File: src/rtl/uart_tx_buffered.sv
// rtl/uart_tx_buffered.sv - buffered 8N1 UART transmitter with TX FIFO
module uart_tx_buffered #(
    parameter int CLOCK_HZ   = 80000000,
    parameter int BAUD       = 115200,
    parameter int FIFO_DEPTH = 16,
    parameter int STOP_BITS  = 1
) (
    input  logic                          i_Clock,
    input  logic                          i_Reset_n,
    input  logic                          i_Valid,
    input  logic [7:0]                    i_Data,
    output logic                          o_Ready,
    output logic                          o_TX,
    output logic                          o_Busy,
    output logic [$clog2(FIFO_DEPTH):0]   o_Count,
    output logic                          o_Overflow
);

    localparam int DIVIDER  = CLOCK_HZ / BAUD;
    localparam int AW       = $clog2(FIFO_DEPTH);
    localparam int STOP_LEN = STOP_BITS * DIVIDER;
    localparam int CW       = $clog2(STOP_LEN);

    typedef enum logic [1:0] {IDLE, START, DATA, STOP} state_t;

    state_t          state, state_nxt;
    logic [CW-1:0]   baud_cnt, baud_nxt;
    logic [2:0]      bit_idx, bit_nxt;
    logic [7:0]      shift_q;
    logic [7:0]      mem [FIFO_DEPTH];
    logic [AW-1:0]   wr_ptr, rd_ptr;
    logic [AW:0]     count;
    logic            tx_q, tx_nxt, busy_q, overflow_q;
    logic            push, pop, not_empty, bit_done, stop_done;

    assign o_Ready    = (count != (AW+1)'(FIFO_DEPTH));
    assign push       = i_Valid && o_Ready;
    assign not_empty  = (count != '0);
    assign bit_done   = (baud_cnt == CW'(DIVIDER - 1));
    assign stop_done  = (baud_cnt == CW'(STOP_LEN - 1));
    assign o_TX       = tx_q;
    assign o_Busy     = busy_q;
    assign o_Count    = count;
    assign o_Overflow = overflow_q;

    // tx_nxt is decoded from the current state and registered, so the line lags the FSM by one clock
    always_comb begin
        state_nxt = state;
        baud_nxt  = baud_cnt + CW'(1);
        bit_nxt   = bit_idx;
        pop       = 1'b0;
        tx_nxt    = 1'b1;
        case (state)
            IDLE: begin
                baud_nxt = '0;
                if (not_empty) begin
                    pop       = 1'b1;
                    state_nxt = START;
                end
            end
            START: begin
                tx_nxt = 1'b0;
                if (bit_done) begin
                    baud_nxt  = '0;
                    bit_nxt   = '0;
                    state_nxt = DATA;
                end
            end
            DATA: begin
                tx_nxt = shift_q[bit_idx];
                if (bit_done) begin
                    baud_nxt = '0;
                    bit_nxt  = bit_idx + 3'd1;
                    if (bit_idx == 3'd7) state_nxt = STOP;
                end
            end
            STOP: begin
                if (stop_done) begin
                    baud_nxt = '0;
                    if (not_empty) begin
                        pop       = 1'b1;
                        state_nxt = START;
                    end else begin
                        state_nxt = IDLE;
                    end
                end
            end
            default: state_nxt = IDLE;
        endcase
    end

    always_ff @(posedge i_Clock) begin
        if (i_Reset_n && push) mem[wr_ptr] <= i_Data;
    end

    always_ff @(posedge i_Clock) begin
        if (!i_Reset_n) begin
            state      <= IDLE;
            baud_cnt   <= '0;
            bit_idx    <= '0;
            shift_q    <= '0;
            wr_ptr     <= '0;
            rd_ptr     <= '0;
            count      <= '0;
            tx_q       <= 1'b1;
            busy_q     <= 1'b0;
            overflow_q <= 1'b0;
        end else begin
            state    <= state_nxt;
            baud_cnt <= baud_nxt;
            bit_idx  <= bit_nxt;
            tx_q     <= tx_nxt;
            busy_q   <= (state != IDLE) || not_empty;
            if (i_Valid && !o_Ready) overflow_q <= 1'b1;
            if (push) wr_ptr <= wr_ptr + AW'(1);
            if (pop) begin
                shift_q <= mem[rd_ptr];
                rd_ptr  <= rd_ptr + AW'(1);
            end
            case ({push, pop})
                2'b10:   count <= count + (AW+1)'(1);
                2'b01:   count <= count - (AW+1)'(1);
                default: count <= count;
            endcase
        end
    end

endmodule
File: config.mk
export PLATFORM = sky130hd
export DESIGN_NAME = uart_tx_buffered
export DESIGN_NICKNAME = d
export VERILOG_FILES = /design/src/rtl/uart_tx_buffered.sv
export SDC_FILE = /design/constraint.sdc
export NUM_CORES = 1
export LEC_CHECK = 0
export CAP_MARGIN = 40
export CORE_MARGIN = 3
export CORE_UTILIZATION = 35
export CTS_CLUSTER_SIZE = 24
export DETAILED_ROUTE_END_ITERATION = 10
export PLACE_DENSITY = 0.49
export SYNTH_ARGS = -nofsm -noshare
export SYNTH_HDL_FRONTEND = slang
export SYNTH_SLANG_ARGS = --single-unit
File: constraint.sdc
create_clock -name i_Clock -period 4.4 [get_ports i_Clock]
set_input_delay 0.88 -clock i_Clock [delete_from_list [all_inputs] [get_ports i_Clock]]
set_output_delay 0.88 -clock i_Clock [all_outputs]
set_load 0.02 [all_outputs]
==> results of run 1 <==
## worst max-delay path by stage
| stage | from | endpoint | slack (ns) |
|---|---|---|---|
| after floorplan | baud_cnt[8] | o_Count[4] | 1.31 |
| after global placement | i_Valid | o_Count[4] | 0.96 |
| after detailed placement | i_Valid | o_Count[4] | 0.91 |
| after CTS | o_Count[0] | o_Count[4] | 0.98 |
| after global routing | o_Count[0] | o_Count[4] | 0.71 |
| final | baud_cnt[8] | o_Count[4] | 1.01 |
## flip-flops by register name, summed over array words and instances (netlist names)
signal / flops
mem: 128
baud_cnt: 10
shift_q: 8
o_Count: 5
rd_ptr: 4
wr_ptr: 4
bit_idx: 3
state: 2
o_Busy: 1
o_Overflow: 1
o_TX: 1
## worst max-delay path: stages (launching register included)
cell	delay, ns
dfxtp_1	0.37
nor4b_4	0.31
a41oi_1	0.17
or3_1	0.54
clkinv_4	0.18
ha_1	0.24
inv_1	0.10
fa_1	0.38
nor2b_1	0.15
o21ai_0	0.12
and3_1	0.21
or4_1	0.38
a21boi_0	0.16
## through the flow
step,util,power (W),area [um2]
CTS,0.4200,0.004204,8014
detailed placement,0.3904,0.002754,7448
finish,0.4200,0.004146,8014
global route,0.4200,0.004368,8014
floorplan,-,0.002511,6943
global placement,0.3889,0.002741,7421
## power by group through the flow
stage | Combinational (W) | Sequential (W) | Clock [W]
5_1_grt | 0.000943 | 0.00188 | 0.00155
4_1_cts | 0.000858 | 0.00186 | 0.00148
2_1_floorplan | 0.000614 | 0.00190 | 0
6_report | 0.000841 | 0.00186 | 0.00144
3_3_place_gp | 0.000844 | 0.00190 | 0
3_5_place_dp | 0.000855 | 0.00190 | 0
## cell usage after synthesis, types with 2 or more instances
library cell / n / area [um2]
a211oi_1: 2 / 15.01
a32oi_1: 2 / 17.52
xnor2_1: 6 / 52.55
nor2b_1: 10 / 62.56
and2_1: 3 / 18.77
and3_1: 2 / 12.51
buf_4: 2 / 15.01
o22ai_1: 15 / 93.84
buf_2: 5 / 25.02
nand2_1: 12 / 45.04
nor2_1: 45 / 168.9
mux2i_1: 11 / 110.1
o21ai_0: 12 / 60.06
and4_1: 2 / 17.52
o21ai_1: 7 / 35.03
nand4_1: 4 / 25.02
nor3_1: 8 / 40.04
edfxtp_1: 128 / 3844
mux2_2: 17 / 191.4
nand3b_1: 2 / 15.01
clkbuf_1: 12 / 45.04
dfxtp_1: 39 / 780.8
nand3_1: 9 / 45.04
ha_1: 18 / 225.2
a21oi_1: 8 / 40.04
xor2_1: 8 / 70.07
mux4_2: 26 / 585.6
buf_6: 2 / 22.52
nand2b_1: 5 / 31.28
inv_1: 11 / 41.29
## cells by family after synthesis
group | after synthesis | synth area share
flip-flops | 167 | 0.6661
AND/OR/NAND/NOR | 110 | 0.08200
AO/OA/AOI/OAI | 55 | 0.04794
multiplexers | 54 | 0.1278
buffers and inverters | 34 | 0.02325
adder cells (fa/ha/maj) | 19 | 0.03532
XOR/XNOR | 14 | 0.01766
## area by class of cell
cell class,count,area [um2],area share
Clock buffer,18,429.2,0.05355
Clock inverter,13,136.4,0.01702
Inverter,13,53.80,0.006714
Multi-Input combinational cell,252,2157,0.2692
Sequential cell,167,4627,0.5774
Tap cell,260,325.3,0.04059
Timing Repair Buffer,30,285.3,0.03560
## routing by layer
layer | up-vias | global-route usage | wire [um]
met2 | 67 | 0.2155 | 6677
met4 | 0 | 0.04939 | 235
met5 | - | 0 | 0
met3 | 19 | 0.03115 | 535
met1 | 1919 | 0.1981 | 6868
li1 | 1785 | - | -
==> impl_metrics.toml, run 1 <==
[worst_setup_path]
rr_worst_depth = 12
cp.required_ns = 4.75
path_class = "flop to flop"
cp.arrival_ns = 3.74
r2r_end = "o_Count[4]"
startpoint_type = "flop"
worst-path-max-fanout = 14
end_kind = "flop"
rrSetupSlack_ns = 1.01
r2r_start = "baud_cnt[8]"

[timing]
fin_crit_sh = 0.7702
max_slew.worst_pin.slew_ns = 0.8121
rsz0062_at_grt = "no"
fin_skew_ns = 0.008103
finalMaxSlewViolations = 0
max_freq_ghz = 0.2951
setup_violations = 0
timing.final.crit_period_ns = 3.389
timing.hold.ws_ns = 0.4855
slew_headroom = 0.4566
fin_ws_ns = 1.011
fin_tns_setup_ns = 0
hold_violations = 0

[yosys]
synth-async-reset-ratio = 0
synth_fp_nets = 483
synthCells = 453
yosysSeqAreaShare = 0.6661
synth-seq-cells = 167
synthesis.yosys.warnings = 0
synth-edff-count = 128
avgSynthCellArea_um2 = 15.33
syn-cell-area_um2 = 6943
synth_top_flop_cell = "edfxtp_1"
synth_cell_types = 50

[placement]
dp_cells = 722
pre_cts_ws_ns = 0.9067
io_buffers = 19
routabilityCongestion = 0.8140
place_hpwl_um = 9288

[pwr]
power.density_nw_per_um2 = 517.3
vdd_ir_drop_max_mv = 0.2607
p_sw_w = 0.001202
power_frac_clock = 0.348
intPower_w = 0.002944
p_leak_nw = 2.592
swShare = 0.2899
seq_power_share = 0.449
comb_power_share = 0.203

[global_routing]
grt_antenna_before_repair = 0
grt_pass1_vias = 3956
track_usage = 0.1405
grt_max_degree = 28
grt_pass1_wl_um = 22730
overflow = 0

[clock_network]
clockBufferDepth = 2
cts.repair.resized = 0
htree_levels = 4
cts-root-buf = "clkbuf_16"
clock_latency_ns = 0.43
clkSinkCount = 167
cts.hold.buffers_added = 0
clkTransAtPathRegs_ns = 0.06
postCtsSetupRepairBufs = 0
numCtsBuffers = 17
tritoncts = "built"

[detailed_routing]
dr_total_vias = 3790
viasPerCell = 5.033
wl_um = 14320
first_pass_iters = 4
drc_errors = 0
wl_per_cell_um = 19.01
dr.first_iter.drc_count = 235
postRouteAntennaNets = 0

[outcome]
status = "complete, no violations"

[die]
die-height_um = 146.8
start_util = 0.3639
fp.dieArea_um2 = 21560
dieWidth_um = 146.8
row_count = 50
ios = 20
core_area_um2 = 19080

[worst_hold_path]
hp-start = "o_Overflow"
hold_depth = 2
holdPathEnd = "o_Overflow"
hold_path.class = "flop to flop"

[final_layout]
diodes = 0
layout-drive-gt1-share = 0.1826
stdcell_count = 753
layout.nets = 511
n_fill_cell = 1751
final_cell_mix = "128 x edfxtp_1, 45 x nor2_1, 37 x dfxtp_1, 26 x mux4_2, 19 x clkdlybuf4s50_1"
area_delta_synth_final_pct = 15.43
layout_commonest_cell = "edfxtp_1"

[flow_run]
cap_violations = 0
No activity file was read; power rests on OpenSTA's default activity.
==> run 2, diff against run 1 <==
==> constraint.sdc (replaced) <==
create_clock -name i_Clock -period 3.5 [get_ports i_Clock]
set_input_delay 0.7 -clock i_Clock [delete_from_list [all_inputs] [get_ports i_Clock]]
set_output_delay 0.7 -clock i_Clock [all_outputs]
set_load 0.02 [all_outputs]
==> impl_metrics.toml, run 2 (same netlist as run 1, synthesis figures left out) <==
[global_routing]
grt_pass1_vias = 3857
overflow = 0
track_usage = 0.1386
grt_antenna_before_repair = 0
grt_pass1_wl_um = 22440
grt_max_degree = 22

[die]
start_util = 0.3639
die-height_um = 146.8
core_area_um2 = 19080
ios = 20
row_count = 50
fp.dieArea_um2 = 21560
dieWidth_um = 146.8

[clock_network]
tritoncts = "built"
clkSinkCount = 167
clkTransAtPathRegs_ns = 0.06
htree_levels = 4
postCtsSetupRepairBufs = 0
numCtsBuffers = 17
clockBufferDepth = 2
cts.hold.buffers_added = 0
clock_latency_ns = 0.43
cts.repair.resized = 0
cts-root-buf = "clkbuf_16"

[pwr]
intPower_w = 0.003653
vdd_ir_drop_max_mv = 0.3376
power.density_nw_per_um2 = 639.4
swShare = 0.2930
seq_power_share = 0.458
power_frac_clock = 0.337
p_leak_nw = 2.647
p_sw_w = 0.001514
comb_power_share = 0.205

[final_layout]
largest-register = "mem"
layout.nets = 525
layout_commonest_cell = "edfxtp_1"
layout-drive-gt1-share = 0.2071
reg_top3 = "mem x128, baud_cnt x10, shift_q x8"
final_util = 0.4235
final_area_um2 = 8082
final_cell_mix = "128 x edfxtp_1, 45 x nor2_1, 37 x dfxtp_1, 26 x mux4_2, 25 x buf_4"
diodes = 0
area_delta_synth_final_pct = 16.40
largest_reg_flops = 128

[worst_setup_path]
cp.arrival_ns = 3.56
end_kind = "flop"
path_class = "flop to flop"
startpoint_type = "flop"
worst-path-max-fanout = 14
cp.required_ns = 3.84
rrSetupSlack_ns = 0.28

[timing]
fin_tns_setup_ns = 0
timing.final.crit_period_ns = 3.216
finalMaxSlewViolations = 0
setup_violations = 0
fin_crit_sh = 0.9188
max_slew.worst_pin.slew_ns = 0.7760
max_freq_ghz = 0.3110
hold_violations = 0
fin_skew_ns = 0.01209
slew_headroom = 0.4826
timing.hold.ws_ns = 0.4840
rsz0062_at_grt = "no"

[placement]
io_buffers = 19
place_hpwl_um = 9371
dpl_cell_area_um2 = 7541
routabilityCongestion = 0.8119

[detailed_routing]
wl_per_cell_um = 18.44
viasPerCell = 4.990
wl_um = 14150
postRouteAntennaNets = 0
first_pass_iters = 6
drc_errors = 0
dr_total_vias = 3827
dr.first_iter.drc_count = 296

[outcome]
status = "complete, no violations"

[flow_run]
cap_violations = 0

[worst_hold_path]
hold_path.class = "flop to flop"
[run 2: final cells by class]
| class | count | area (um2) |
|---|---|---|
| Tap cell | 260 | 325.3 |
| Fill cell | 1723 | 11000 |
| Clock buffer | 18 | 429.2 |
| Multi-Input combinational cell | 252 | 2157 |
| Timing Repair Buffer | 44 | 377.9 |
| Sequential cell | 167 | 4627 |
| Inverter | 13 | 53.80 |
| Clock inverter | 13 | 111.4 |
[run 2: critical path: stages (launching register included)]
cell and delay, ns:
dfxtp_1 0.40, inv_1 0.11, ha_1 0.29, or3_1 0.45
clkinv_4 0.14, ha_1 0.23, inv_1 0.10, fa_1 0.38
nor2b_1 0.15, o21ai_0 0.11, and3_1 0.21, or4_1 0.40
a21boi_0 0.16
[run 2: final timing paths]
check | cells past startpoint | to | start
worst min-delay path | 1 | baud_cnt[0] | baud_cnt[0]
worst min register to register | 1 | baud_cnt[0] | baud_cnt[0]
worst max-delay path | 12 | o_Count[4] | state[1]
worst max register to register | 12 | o_Count[4] | state[1]
[run 2: through the flow]
stage | power (W) | cells | worst slack [ns]
2_1_floorplan | 0.003157 | 453 | 0.4141
3_3_place_gp | 0.003476 | 736 | 0.3643
3_5_place_dp | 0.003491 | 736 | 0.3031
4_1_cts | 0.005241 | 767 | 0.2791
5_1_grt | 0.005449 | 767 | 0.03095
6_report | 0.005168 | 767 | 0.2840
[run 2: layer usage]
layer  track usage  wire length (um)
met3       0.03362               426
met5             0                 0
met1        0.1905              6671
met2        0.2180              6771
met4       0.04421               276
[run 2: power by group through the flow]
stage,Sequential (W),Clock [W],Combinational [W]
global placement,0.00241,0,0.00107
global route,0.00239,0.00187,0.00119
finish,0.00236,0.00174,0.00106
CTS,0.00237,0.00179,0.00108
detailed placement,0.00241,0,0.00108
floorplan,0.00238,0,0.000772
==> run 3, diff against run 2 <==
--- a/config.mk
+++ b/config.mk
@@ -8,9 +8,11 @@
 export CAP_MARGIN = 40
 export CORE_MARGIN = 3
 export CORE_UTILIZATION = 35
+export CTS_BUF_LIST = sky130_fd_sc_hd__clkbuf_2 sky130_fd_sc_hd__clkbuf_4 sky130_fd_sc_hd__clkbuf_8
 export CTS_CLUSTER_SIZE = 24
 export DETAILED_ROUTE_END_ITERATION = 10
 export PLACE_DENSITY = 0.49
+export SKIP_CTS_REPAIR_TIMING = 1
 export SYNTH_ARGS = -nofsm -noshare
 export SYNTH_HDL_FRONTEND = slang
 export SYNTH_SLANG_ARGS = --single-unit
==> impl_metrics.toml, run 3 (same netlist as run 1, synthesis figures left out) <==
[placement]
routabilityCongestion = 0.8119
io_buffers = 19
dpl_cell_area_um2 = 7541
place_hpwl_um = 9371

[clock_network]
numCtsBuffers = 17
clock_latency_ns = 0.45
clkSinkCount = 167
clockBufferDepth = 2
clkTransAtPathRegs_ns = 0.09
cts-root-buf = "clkbuf_8"
tritoncts = "built"
htree_levels = 4

[final_layout]
final_area_um2 = 7894
reg_top3 = "mem x128, baud_cnt x10, shift_q x8"
layout-drive-gt1-share = 0.2091
largest_reg_flops = 128
diodes = 0
area_delta_synth_final_pct = 13.70
layout.nets = 525
largest-register = "mem"
final_cell_mix = "128 x edfxtp_1, 45 x nor2_1, 37 x dfxtp_1, 26 x mux4_2, 25 x buf_4"
layout_commonest_cell = "edfxtp_1"
multi_input_area_um2 = 2157
seq_area_um2 = 4627
n_fill_cell = 1750

[die]
row_count = 50
core_area_um2 = 19080
start_util = 0.3639
die-height_um = 146.8
fp.dieArea_um2 = 21560
ios = 20
dieWidth_um = 146.8

[worst_setup_path]
cp.required_ns = 3.88
cp.arrival_ns = 3.60
path_class = "flop to flop"
path_cells = "inv_1 > ha_1 > or3_1 > clkinv_4 > ha_1 > inv_1 > fa_1 > nor2b_1 > o21ai_0 > and3_1 > or4_1 > a21boi_0"
rr_worst_depth = 12
slowest_stage = "or3_1"
slowest_delay_ns = 0.45
end_kind = "flop"
startpoint_type = "flop"
rrSetupSlack_ns = 0.28
crit_family = "simple AND/OR/NAND/NOR gates"
worst-path-max-fanout = 14
r2r_end = "o_Count[4]"
r2r_start = "state[1]"
worst-path-buf-inv = 3

[global_routing]
track_usage = 0.1376
overflow = 0
gr-usage-met1 = 0.1905
grt_antenna_before_repair = 0
grt_pass1_wl_um = 22360
use_met3 = 0.03732
busiest_layer = "met2"
met2_usage = 0.2176
grt_max_degree = 22
grt_pass1_vias = 3850

[timing]
finalMaxSlewViolations = 0
max_freq_ghz = 0.3102
fin_skew_ns = 0.01372
fin_tns_setup_ns = 0
slew_headroom = 0.4830
rsz0062_at_grt = "no"
hold_violations = 0
timing.hold.ws_ns = 0.4896
timing.final.crit_period_ns = 3.223
setup_violations = 0
max_slew.worst_pin.slew_ns = 0.7756
fin_crit_sh = 0.9209

[detailed_routing]
postRouteAntennaNets = 0
dr.first_iter.drc_count = 301
wl_um = 14100
drc_errors = 0
dr_total_vias = 3825
first_pass_iters = 6
wl_per_cell_um = 18.39
viasPerCell = 4.987

[pwr]
vdd_ir_drop_max_mv = 0.3840
p_leak_nw = 2.563
power.density_nw_per_um2 = 595.1

[flow_run]
cap_violations = 0

[worst_hold_path]
hold_depth = 1
hold_path.class = "flop to flop"
hp-start = "baud_cnt[0]"
holdPathEnd = "baud_cnt[0]"

[outcome]
status = "complete, no violations"
==> run 3: cell types whose count changed in the layout (fill, tap and decap cells not counted) <==
cell       previous run  this run
clkbuf_16            17         0
clkbuf_8              0        17
clkbuf_1              1         0
clkbuf_4              0         1
==> run 3: cell type report <==
type,instances,area share
Timing Repair Buffer,44,0.04787
Inverter,13,0.006816
Tap cell,260,0.04121
Multi-Input combinational cell,252,0.2733
Clock buffer,18,0.03059
Clock inverter,13,0.01411
Sequential cell,167,0.5861
==> run 3: through the flow <==
stage               utilization  total power [W]  worst slack [ns]  instances
floorplan                     -         0.003157            0.4141        453
global placement         0.3952         0.003476            0.3643        736
detailed placement       0.3952         0.003491            0.3031        736
CTS                      0.4137         0.004765            0.2731        767
global route             0.4137         0.004975           0.02121        767
finish                   0.4137         0.004698            0.2767        767
==> run 3: worst max-delay path by stage <==
stage,to,cells past startpoint,start
floorplan,o_Count[4],14,baud_cnt[8]
global placement,o_Count[4],10,i_Valid
detailed placement,o_Count[4],12,baud_cnt[8]
CTS,o_Count[4],12,baud_cnt[8]
global route,o_Count[4],12,baud_cnt[8]
finish,o_Count[4],12,state[1]
==> run 3: report_power, final <==
group	internal, W	total [W]	switching (W)
logic	0.000483	0.00106	0.000578
registers	0.00224	0.00236	0.000121
clock network	0.000517	0.00127	0.000757
total	0.00324	0.00470	0.00146
==> run 3: routing by layer <==
layer	part of all wire	vias to the layer above
met4	0.010	0
met3	0.037	8
met5	0	-
met1	0.48	1940
li1	-	1815
met2	0.48	62
